==> config.mk <==
export PLATFORM = sky130hd
export DESIGN_NAME = boot_sequencer
export DESIGN_NICKNAME = d
export VERILOG_FILES = /design/src/rtl/boot_sequencer.sv
export SDC_FILE = /design/constraint.sdc
export NUM_CORES = 1
export LEC_CHECK = 0
export ABC_CLOCK_PERIOD_IN_PS = 4790
export CAP_MARGIN = 15
export CORE_ASPECT_RATIO = 1.5
export CORE_MARGIN = 1
export CORE_UTILIZATION = 45
export CTS_CLUSTER_DIAMETER = 120
export CTS_CLUSTER_SIZE = 16
export DETAILED_ROUTE_END_ITERATION = 7
export PLACE_DENSITY = 0.85
export SYNTH_ARGS = -nofsm -noshare
export SYNTH_HDL_FRONTEND = slang
export SYNTH_SLANG_ARGS = --single-unit
==> constraint.sdc <==
create_clock -name clock -period 4.79 [get_ports clock]
set_input_delay 1.437 -clock clock [delete_from_list [all_inputs] [get_ports clock]]
set_output_delay 1.437 -clock clock [all_outputs]
set_load 0.005 [all_outputs]
==> src/rtl/boot_sequencer.sv <==
// Boot sequencer: resets and runs the EEPROM-to-RAM copier, then hands the
// shared memory bus to the CPU and releases CPU reset. A copy that never
// finishes parks the system in ERROR with the CPU held in reset.
module boot_sequencer #(
    parameter int unsigned SETTLE_CYCLES       = 4,
    parameter int unsigned CPU_RESET_CYCLES    = 16,
    parameter int unsigned COPY_TIMEOUT_CYCLES = 40000
) (
    input  logic        clock,
    input  logic        reset,
    input  logic        reboot_req,
    input  logic        copier_done,
    input  logic [15:0] copier_address,
    input  logic        copier_ram_we_n,
    input  logic        copier_ram_cs_n,
    input  logic        copier_eeprom_oe_n,
    input  logic        copier_eeprom_cs_n,
    input  logic [15:0] cpu_address,
    input  logic        cpu_ram_we_n,
    input  logic        cpu_ram_oe_n,
    input  logic        cpu_ram_cs_n,
    output logic        copier_reset_n,
    output logic        cpu_reset_n,
    output logic [15:0] address,
    output logic        ram_we_n,
    output logic        ram_oe_n,
    output logic        ram_cs_n,
    output logic        eeprom_oe_n,
    output logic        eeprom_cs_n,
    output logic        boot_error
);

    localparam int unsigned CNT_W  = 16;
    localparam int unsigned ADDR_W = 16;

    localparam logic [CNT_W-1:0] SETTLE_LAST  = CNT_W'(SETTLE_CYCLES - 1);
    localparam logic [CNT_W-1:0] HOLD_LAST    = CNT_W'(CPU_RESET_CYCLES - 1);
    localparam logic [CNT_W-1:0] TIMEOUT_LAST = CNT_W'(COPY_TIMEOUT_CYCLES - 1);
    localparam logic [ADDR_W-1:0] IDLE_ADDR   = '1;

    typedef enum logic [2:0] {
        ST_RESET_COPIER = 3'd0,
        ST_COPYING      = 3'd1,
        ST_SETTLE       = 3'd2,
        ST_CPU_HOLD     = 3'd3,
        ST_RUNNING      = 3'd4,
        ST_ERROR        = 3'd5
    } state_t;

    state_t             r_state;
    state_t             w_state_next;
    logic [CNT_W-1:0]   r_count;
    // Set while reset was sampled on the previous edge; keeps RESET_COPIER
    // for one full cycle after reset deasserts so the copier sees a clean pulse.
    logic               r_reset_q;

    // State register, per-state cycle counter and reset-release tracker
    always_ff @(posedge clock) begin
        if (reset) begin
            r_state   <= ST_RESET_COPIER;
            r_count   <= '0;
            r_reset_q <= 1'b1;
        end else begin
            r_state   <= w_state_next;
            r_count   <= (w_state_next != r_state) ? '0 : r_count + CNT_W'(1);
            r_reset_q <= 1'b0;
        end
    end

    // Next-state selection and combinational decode of the bus/reset outputs
    always_comb begin
        w_state_next   = r_state;
        copier_reset_n = 1'b1;
        cpu_reset_n    = 1'b0;
        boot_error     = 1'b0;
        address        = IDLE_ADDR;
        ram_we_n       = 1'b1;
        ram_oe_n       = 1'b1;
        ram_cs_n       = 1'b1;
        eeprom_oe_n    = 1'b1;
        eeprom_cs_n    = 1'b1;

        case (r_state)
            ST_RESET_COPIER: begin
                copier_reset_n = 1'b0;
                address        = copier_address;
                ram_we_n       = copier_ram_we_n;
                ram_cs_n       = copier_ram_cs_n;
                eeprom_oe_n    = copier_eeprom_oe_n;
                eeprom_cs_n    = copier_eeprom_cs_n;
                if (!r_reset_q) begin
                    w_state_next = ST_COPYING;
                end
            end
            ST_COPYING: begin
                address     = copier_address;
                ram_we_n    = copier_ram_we_n;
                ram_cs_n    = copier_ram_cs_n;
                eeprom_oe_n = copier_eeprom_oe_n;
                eeprom_cs_n = copier_eeprom_cs_n;
                // Completion takes priority over a coincident timeout
                if (copier_done) begin
                    w_state_next = ST_SETTLE;
                end else if (r_count == TIMEOUT_LAST) begin
                    w_state_next = ST_ERROR;
                end
            end
            ST_SETTLE: begin
                if (r_count == SETTLE_LAST) begin
                    w_state_next = ST_CPU_HOLD;
                end
            end
            ST_CPU_HOLD: begin
                address  = cpu_address;
                ram_we_n = cpu_ram_we_n;
                ram_oe_n = cpu_ram_oe_n;
                ram_cs_n = cpu_ram_cs_n;
                if (r_count == HOLD_LAST) begin
                    w_state_next = ST_RUNNING;
                end
            end
            ST_RUNNING: begin
                cpu_reset_n = 1'b1;
                address     = cpu_address;
                ram_we_n    = cpu_ram_we_n;
                ram_oe_n    = cpu_ram_oe_n;
                ram_cs_n    = cpu_ram_cs_n;
                if (reboot_req) begin
                    w_state_next = ST_RESET_COPIER;
                end
            end
            ST_ERROR: begin
                boot_error = 1'b1;
                if (reboot_req) begin
                    w_state_next = ST_RESET_COPIER;
                end
            end
            default: begin
                w_state_next = ST_RESET_COPIER;
            end
        endcase
    end

endmodule
# Word level (Yosys, flattened, before mapping)
# Index checks and enable logic that the tools add are counted.
# totals
reg_bits,20
out_inout_bits,24
wordCells,35
# op_classes
addsub,1
n_eq_ne,9
muxes,17
reduce_logical,5
# ops
op,n
$pmux 16 s2,1
$mux 3,6
$add 16x1->16 const B,1
$eq 16x16->1 const B,1
$eq 16x2->1 const B,1
$eq 16x4->1 const B,1
$pmux 3 s5,1
$reduce_or 2->1,4
$mux 1,7
$eq 3x2->1 const B,2
$eq 3x3->1 const B,2
$pmux 1 s2,2
$eq 3x1->1 const B,1
$logic_not 3->1,1
$ne 3x3->1,1

# Depth between registers and ports, before layout
# Gate-level depths: netlist of the first run.
# logic_depth
word_depth,6
depth_mapped,7

# Worst setup path before layout of the first run
# Ideal clock, no wire load.
# synth_timing
path_type,input-to-output
start,input copier_address[4]
end,output address[4]
arrival_ns,1.808
required_ns,3.353
path_slack_ns,1.545
stages,2
cell_sequence,o22a_1 > o22a_1
# synth_via
elab_chain_cells,1
# synth_lines
item,line_no,text
from (decl),13,"input logic [15:0] copier_address,"
$pmux 16 s2,83,case (r_state)
to (decl),24,"output logic [15:0] address,"
# Every way passes these cells.

# Final worst setup path of the first run
# layout_timing
start,input cpu_address[0]
end,output address[0]
# layout_via
elab_chain_cells,1
# layout_lines
item,line_no,text
from (decl),18,"input logic [15:0] cpu_address,"
$pmux 16 s2,83,
# Every way passes these cells.

==> results of run 1 <==
worst max-delay path: cells and delay by family:
kind,cells,cell delay (ns)
buf+inv,2,0.98
compound gates,2,0.27
per-layer routing:
layer | up-vias | wire (µm)
met5 | - | 0
met4 | 0 | 43
met3 | 6 | 316
met2 | 61 | 2098
met1 | 740 | 1645
li1 | 777 | -
final cells by class:
cell class	instances	area, µm²
repair buffers	68	675.6
fillers	270	928.4
well taps	40	50.05
clock inverters	1	30.03
multi-input cells	137	1022
clock buffers	3	41.29
flip-flops and latches	20	400.4
inverters	3	11.26
Yosys cell counts, drive strengths merged (2+ instances only):
cell / count / area (µm²)
a21oi: 2 / 10.01
buf: 4 / 38.78
clkbuf: 7 / 26.28
dfxtp: 20 / 400.4
inv: 3 / 11.26
nand2: 10 / 37.54
nand2b: 3 / 18.77
nand3: 9 / 50.05
nand4: 2 / 12.51
nor2: 11 / 41.29
nor3: 20 / 150.1
nor4: 5 / 52.55
o21bai: 2 / 15.01
o22a: 37 / 324.1
or2: 2 / 12.51
or3: 4 / 25.02
or4: 3 / 30.03
xnor2: 8 / 70.07
xor2: 6 / 52.55
metrics by stage:
step	utilization (%)	hold WS [ns]
floorplan	-	0.4586
global placement	68.36	0.4826
detailed placement	68.36	0.4926
CTS	70.61	0.5087
global route	70.61	0.5371
finish	70.61	0.5040
power breakdown:
part	total, mW	switching [mW]	internal [mW]
logic	0.124	0.0437	0.0805
registers	0.174	0.00466	0.169
clock network	0.168	0.0567	0.112
kinds of logic after synthesis:
family / after synthesis / synth area share (%)
AOI/OAI and AO/OA: 47 / 27.30
muxes: 1 / 0.7512
and+or+nand+nor: 74 / 31.14
buffers and inverters: 14 / 5.092
DFF: 20 / 26.71
xor gates and xnor gates: 14 / 8.180
adders and majority gates: 1 / 0.8346
state kept, by name, summed over array words and instances (netlist names):
| register | count |
|---|---|
| r_count | 16 |
| r_reset_q | 1 |
| r_state | 3 |
final timing paths:
kind | slack (ns) | endpoint | from | cells after the start
hold reg to reg | 0.50 | r_count[0] | r_count[0] | 1
hold / removal | 0.50 | r_count[0] | r_count[0] | 1
setup / recovery | 0.67 | address[0] | cpu_address[0] | 4
setup reg to reg | 2.68 | r_count[5] | r_count[13] | 5
==> qor.yml, run 1 <==
critical_path:
  worstSetupEndpointType: "output pin"
  crit_path_max_fanout: 2
  cp_slowest_cell: "clkdlybuf4s50_1"
  path_cells: "clkdlybuf4s50_1 -> o22a_1 -> o22a_1 -> clkdlybuf4s50_1"
  critPathArrivalTime_ns: 2.69
  required_ns: 3.35
  worst_setup_path_start_kind: "primary input"
  cp_slowest_stage_delay_ns: 0.50
  criticalPathCategory: "in -> out"
clocking:
  cts_tree: "yes"
  post_cts_buffers: 0
  cts_resized: 0
  clock_sinks: 20
  htree_levels: 1
  clockRootBuffer: "clkbuf_8"
  cts_hold_buf: 0
  cts_buffers: 3
  clk-insertion-delay-late_ns: 0.26
  clk_pin_slew_ns: 0.08
  cts_buffer_depth: 2
global_routing:
  use_met2_pct: 42.01
  met3_usage_pct: 4.792
  antenna_found_initial: 0
  grt_busiest_layer: "met2"
  grt_pass1_wl_um: 6417
  grt_use_met1_pct: 25.58
  grt_pass1_vias: 1417
  grt_overflow: 0
  grt_usage_pct: 22.39
  grt_max_degree: 32
drt:
  drt-initial-drc-count: 36
  drt.antenna.violating_nets: 0
  routed_wl_um: 4104
  vias: 1584
  drc_errors: 0
  drt_pass1_iterations: 4
  via_per_inst: 5.824
  wl_per_cell_um: 15.09
cells_and_area:
  drive_gt1_share_pct: 11.21
  diodes: 0
  final_cells: 272
  layout_common_cells: "clkdlybuf4s50_1, o22a_1, dfxtp_1, nor2_1"
  design_area_mm2: 0.002231
  area_growth_pct: 48.83
  layout.nets: 277
  mostFrequentLayoutCell: "clkdlybuf4s50_1"
synth:
  async_flop_share_pct: 0
  ys_ff_latch: 20
  postSynthCellCount: 171
  yosys_warnings: 0
  synth_edf_count: 0
  synthDistinctLibCells: 39
  synthesis.area_mm2: 0.001499
  syn_area_per_cell_um2: 8.766
  synth_nets: 215
  ys.flop_type: "dfxtp_1"
  ys_seq_area_share_pct: 26.71
placement:
  dpl_worst_slack_ns: 0.6576
  dpl_cell_area_mm2: 0.002160
  dp_hpwl_um: 3019
  io_buffers: 66
  place_inst: 268
  globalplace.congestion: 0.8535
sta:
  slew_viol_final: 0
  tightest_slew_ns: 0.6814
  rsz0062_at_grt: "false"
  fin_skew_ns: 0.009225
  min_period_over_period_pct: 86.11
  hold_violations: 0
  finalSetupTns_ns: 0
  finalWorstSetupSlack_ns: 0.6651
  slew_headroom_pct: 54.46
  finalSetupViolations: 0
  finalCriticalPeriod_ns: 4.125
  fmaxAchievable_mhz: 242.4
outcome:
  run_status: "finished clean"
floorplan:
  dieHeight_um: 72.69
  die_w_um: 49.13
  initial_core_util_pct: 47.45
  die_area_mm2: 0.003571
  core.rowCount: 25
  core_mm2: 0.003159
  ios: 67
pwr:
  ir_drop_mv: 0.2540
  p_per_area_mw_per_mm2: 209.1
  leakage_nw: 0.7341
  p_total_mw: 0.4664
worst_hold_path:
  min_path_type: "reg -> reg"
job:
  drv_cap: 0
Note: power is estimated with default switching activity, not from simulation.
==> run 2, diff against run 1 <==
==> config.mk (replaced) <==
export PLATFORM = sky130hd
export DESIGN_NAME = boot_sequencer
export DESIGN_NICKNAME = d
export VERILOG_FILES = /design/src/rtl/boot_sequencer.sv
export SDC_FILE = /design/constraint.sdc
export NUM_CORES = 1
export LEC_CHECK = 0
export ABC_CLOCK_PERIOD_IN_PS = 4300
export CAP_MARGIN = 15
export CORE_ASPECT_RATIO = 1.5
export CORE_MARGIN = 1
export CORE_UTILIZATION = 42
export CTS_CLUSTER_DIAMETER = 120
export CTS_CLUSTER_SIZE = 16
export DETAILED_ROUTE_END_ITERATION = 7
export PLACE_DENSITY = 0.81
export SKIP_CTS_REPAIR_TIMING = 1
export SLEW_MARGIN = 5
export SYNTH_ARGS = -nofsm -noshare
export SYNTH_HDL_FRONTEND = slang
export SYNTH_SLANG_ARGS = --single-unit
==> constraint.sdc (replaced) <==
create_clock -name clock -period 4.3 [get_ports clock]
set_input_delay 1.29 -clock clock [delete_from_list [all_inputs] [get_ports clock]]
set_output_delay 1.29 -clock clock [all_outputs]
set_load 0.005 [all_outputs]
==> run 2 against run 1 <==
Compared with the run above: sequential power increased by 11%; total power decreased by 2.5%; worst hold slack got worse by 0.0092 ns; sequential cell count unchanged; first-iteration DRC count decreased by 19%; via count decreased by 1.3%; clock skew decreased by 0.0070 ns; die area increased by 6.9%; routed wire length about the same; worst setup slack got worse by 0.21 ns; count of clock-buffer cells in the layout unchanged; largest cell class unchanged; non-clock buffer count unchanged.
==> qor.yml, run 2 (same netlist as run 1, synthesis figures left out) <==
drt:
  routed_wl_um: 4102  # about the same
  vias: 1564  # -1.3%
  via_per_inst: 5.729  # -1.6%
  route.met2.wl_um: 2016  # -3.9%
  m1WireLength_um: 1624  # -1.3%
  maxUsedRoutingLayer: "met4"
  drt_pass1_iterations: 4  # unchanged
  drc_errors: 0  # unchanged
  drt-initial-drc-count: 29  # -19%
  wl_per_cell_um: 15.03  # -0.41%
  wl_met3_um: 396  # +25%
  drt.antenna.violating_nets: 0  # unchanged
worst_hold_path:
  min_path_type: "reg -> reg"
  hp-start: "r_count[0]"
critical_path:
  startpoint: "copier_address[4]"
  worstSetupEndpointType: "output pin"
  criticalPathCategory: "in -> out"
  crit_buf_inv: 2  # unchanged
  path_cells: "clkdlybuf4s50_1 -> o22a_1 -> o22a_1 -> clkdlybuf4s50_1"
  crit_path_max_fanout: 1  # -1
  critical_path.top_delay_family: "buffers and inverters"
  worst_setup_path_start_kind: "primary input"
  critPathArrivalTime_ns: 2.55  # -0.14 ns
  cp_slowest_cell: "clkdlybuf4s50_1"
  r2r-start: "r_count[11]"
  cp_slowest_stage_delay_ns: 0.44  # -0.06 ns
  required_ns: 3.01  # -0.34 ns
global_routing:
  grt_overflow: 0  # unchanged
  antenna_found_initial: 0  # unchanged
  grt_usage_pct: 22.23  # -0.16 points
  grt_max_degree: 32  # unchanged
  grt_pass1_vias: 1484  # +4.7%
  grt_pass1_wl_um: 6534  # +1.8%
clocking:
  clk_pin_slew_ns: 0.07  # about the same
  cts_tree: "yes"
  clockRootBuffer: "clkbuf_8"
  cts_buffer_depth: 2  # unchanged
  clock_sinks: 20  # unchanged
  clk-insertion-delay-late_ns: 0.26  # about the same
  htree_levels: 1  # unchanged
  cts_buffers: 3  # unchanged
placement:
  place_inst: 270  # +0.75%
  dpl_worst_slack_ns: 0.4467  # -0.2110 ns
  globalplace.congestion: 0.7854  # -8.0%
  io_buffers: 66  # unchanged
  dpl_cell_area_mm2: 0.002162  # +0.12%
  dp_hpwl_um: 3076  # +1.9%
sta:
  holdWs_ns: 0.4949  # -0.009166 ns
  slew_headroom_pct: 55.10  # +0.64 points
  fin_skew_ns: 0.002181  # -0.007044 ns
  finalSetupTns_ns: 0  # unchanged
  min_period_over_period_pct: 89.36
  tightest_slew_ns: 0.6719  # -0.009514 ns
  finalWorstSetupSlack_ns: 0.4575  # -0.2077 ns
  fmaxAchievable_mhz: 260.2
  slew_viol_final: 0  # unchanged
  rsz0062_at_grt: "false"
  finalCriticalPeriod_ns: 3.843
  hold_violations: 0  # unchanged
  finalSetupViolations: 0  # unchanged
cells_and_area:
  layout.nets: 277  # unchanged
  final_cells: 273  # +0.37%
  diodes: 0  # unchanged
  drive_gt1_share_pct: 10.82  # -0.38 points
  top_regs: "r_count: 16 flops, r_state: 3 flops, r_reset_q: 1 flops"
  mostFrequentLayoutCell: "clkdlybuf4s50_1"
  design_area_mm2: 0.002203  # -1.2%
  regMostFlops: "r_count"
  area_growth_pct: 46.99
  layout_common_cells: "clkdlybuf4s50_1, o22a_1, dfxtp_1, nor2_1"
  largest_register_ffs: 16  # unchanged
pwr:
  ir_drop_mv: 0.2276  # -10%
  p_per_area_mw_per_mm2: 206.5  # -1.3%
  leakage_nw: 0.7200  # -1.9%
job:
  drv_cap: 0  # unchanged
floorplan:
  ios: 67  # unchanged
  die_w_um: 50.78  # +3.4%
  core.rowCount: 26  # +4.0%
  initial_core_util_pct: 43.88  # -3.6 points
  core_mm2: 0.003416  # +8.1%
  die_area_mm2: 0.003817  # +6.9%
  dieHeight_um: 75.17  # +3.4%
outcome:
  run_status: "finished clean"
## run 2: power by group
part / total (mW) / switching (mW) / internal [mW]
combinational: 0.139 / 0.0492 / 0.0896
clock: 0.122 / 0.0599 / 0.0625
sequential: 0.194 / 0.00486 / 0.189
total: 0.455 / 0.114 / 0.341
## run 2: final cells by class
type | instances | area [µm²]
well taps | 42 | 52.55
repair buffers | 68 | 675.6
inverters | 3 | 11.26
clock buffers | 3 | 41.29
multi-input cells | 137 | 1022
fillers | 319 | 1212
flip-flops and latches | 20 | 400.4
## run 2: path summary, 6_finish.rpt
path                            cells after the start         end  slack, ns
worst max-delay path                                4  address[4]       0.46
worst min-delay path                                1  r_count[0]       0.49
worst max register to register                      5  r_count[6]       2.18
worst min register to register                      1  r_count[0]       0.49
## run 2: worst reg2reg max path, cell delays in order, from the launching register on
cell     delay (ns)
dfxtp_1        0.34
or4_4          0.56
or3_1          0.34
nor4_2         0.33
o31a_4         0.33
nor3_1         0.10
## run 2: per-stage QoR
step                      power [mW]  util (%)
final                         0.4549     64.51
after global routing          0.4730     64.51
after CTS                     0.4579     64.51
after detailed placement      0.3379     63.30
after global placement        0.3360     63.30
after floorplan               0.2604         -
## run 2: routing by layer
metal | track usage (%) | vias to the layer above
met5 | 0 | -
met4 | 8.951 | 0
met3 | 6.061 | 7
met2 | 41.78 | 62
met1 | 23.10 | 718
li1 | - | 777
==> variant, RTL diff (flow settings as in run 2) <==
Change the localparam `ADDR_W` from 16 to 15.
--- a/src/rtl/boot_sequencer.sv
+++ b/src/rtl/boot_sequencer.sv
@@ -33,3 +33,3 @@
     localparam int unsigned CNT_W  = 16;
-    localparam int unsigned ADDR_W = 16;
+    localparam int unsigned ADDR_W = 15;
 
Formal check against the unedited RTL: not equivalent (Yosys sat finds a counterexample within 4 cycles, from zero or initial values and one cycle with reset high).
==> variant against run 2 <==
Count of clock-buffer cells in the layout unchanged; setup slack worse by 0.050 ns; sequential cell count unchanged; final area down 0.68%; area after synthesis down 3.6%; power up 15%; wire length up 4.9%; critical endpoint is now address[15]; largest cell class unchanged.
==> variant: results (changes against run 2) <==
post-synthesis sequential area ratio 0.2771 (+0.009944); Layout Skew 0.006268 ns (+0.004087 ns); Commonest cells post-synth 36 x o22a_1, 20 x dfxtp_1, 17 x nor3_1; metal3 WL 286 microns (-28%); largest net degree at the start of global routing 20 (-38%); 1st-pass router iterations 5 (+1); metal2 WL 2221 microns (+10%); r2r worst-path depth 4 (-1); Sw Share 0.2269 (-0.02372); average wire per standard cell 15.99 microns (+6.4%); outcome finished clean; vias per cell 6.026 (+5.2%); overall global routing resource usage 0.2377 (+0.01548); headroom to the max-slew limit 0.4954 (-0.05555); Worst R2R Setup Slack 1.73 ns (-0.45 ns); DP Worst Slack 0.4062 ns (-0.04048 ns); slowest stage delay, CP 0.52 ns (+0.08 ns); CP arrival 2.60 ns (+0.05 ns); Max VDD drop 0.2382 mV (+4.7%); gpl congestion 0.8591 (+9.4%); first-pass GRT wire length 6865 microns (+5.1%); Fillers 265 (-17%); Synth cell types 42 (+7.7%); Worst Setup SP copier_address[15]; reg2reg start r_state[1]; main area contributors after synthesis dfxtp_1 28%, o22a_1 22%, nor3_1 5.9%; vias in the first global route 1563 (+5.3%); Metal-1 WL 1713 microns (+5.5%)
-- variant: cells by family after synthesis --
logic type | synth area share
adders and majority gates | 0.008657
DFF | 0.2771
and+or+nand+nor | 0.2987
AOI/OAI and AO/OA | 0.2597
buffers and inverters | 0.04762
xor gates and xnor gates | 0.08485
muxes | 0.02337
-- variant: area by class of cell --
type / count / area share
multi-input combinational: 134 / 0.4460
timing repair buffer: 69 / 0.3122
sequential: 20 / 0.1830
inverter: 2 / 0.003431
clock inverter: 1 / 0.01372
tap: 40 / 0.02287
clock buffer: 3 / 0.01887
-- variant: routing by layer --
metal  vias up  GRT usage
met2        66     0.4730
li1        776          -
met4         0    0.08254
met5         -          0
met3        11    0.03934
met1       768     0.2425
-- variant: through the flow --
stage | hold slack [ns] | util | cell area, sq um | std cells
after floorplan | 0.4728 | - | 1445 | 169
after global placement | 0.5059 | 0.6571 | 2117 | 265
after detailed placement | 0.5199 | 0.6571 | 2117 | 265
after CTS | 0.5295 | 0.6792 | 2188 | 269
after global routing | 0.5477 | 0.6792 | 2188 | 269
final | 0.5238 | 0.6792 | 2188 | 269
-- variant: power by group through the flow --
stage / combinational [uW] / sequential [uW] / clock (uW)
global placement: 134 / 201 / 0
global route: 149 / 198 / 196
finish: 138 / 197 / 188
floorplan: 62.9 / 196 / 0
CTS: 139 / 197 / 189
detailed placement: 138 / 202 / 0
-- variant: how the worst max path moves through the flow --
stage | to | slack (ns)
floorplan | address[4] | 1.35
global placement | address[15] | 0.45
detailed placement | address[15] | 0.41
CTS | address[15] | 0.40
global route | address[13] | 0.30
finish | address[15] | 0.41
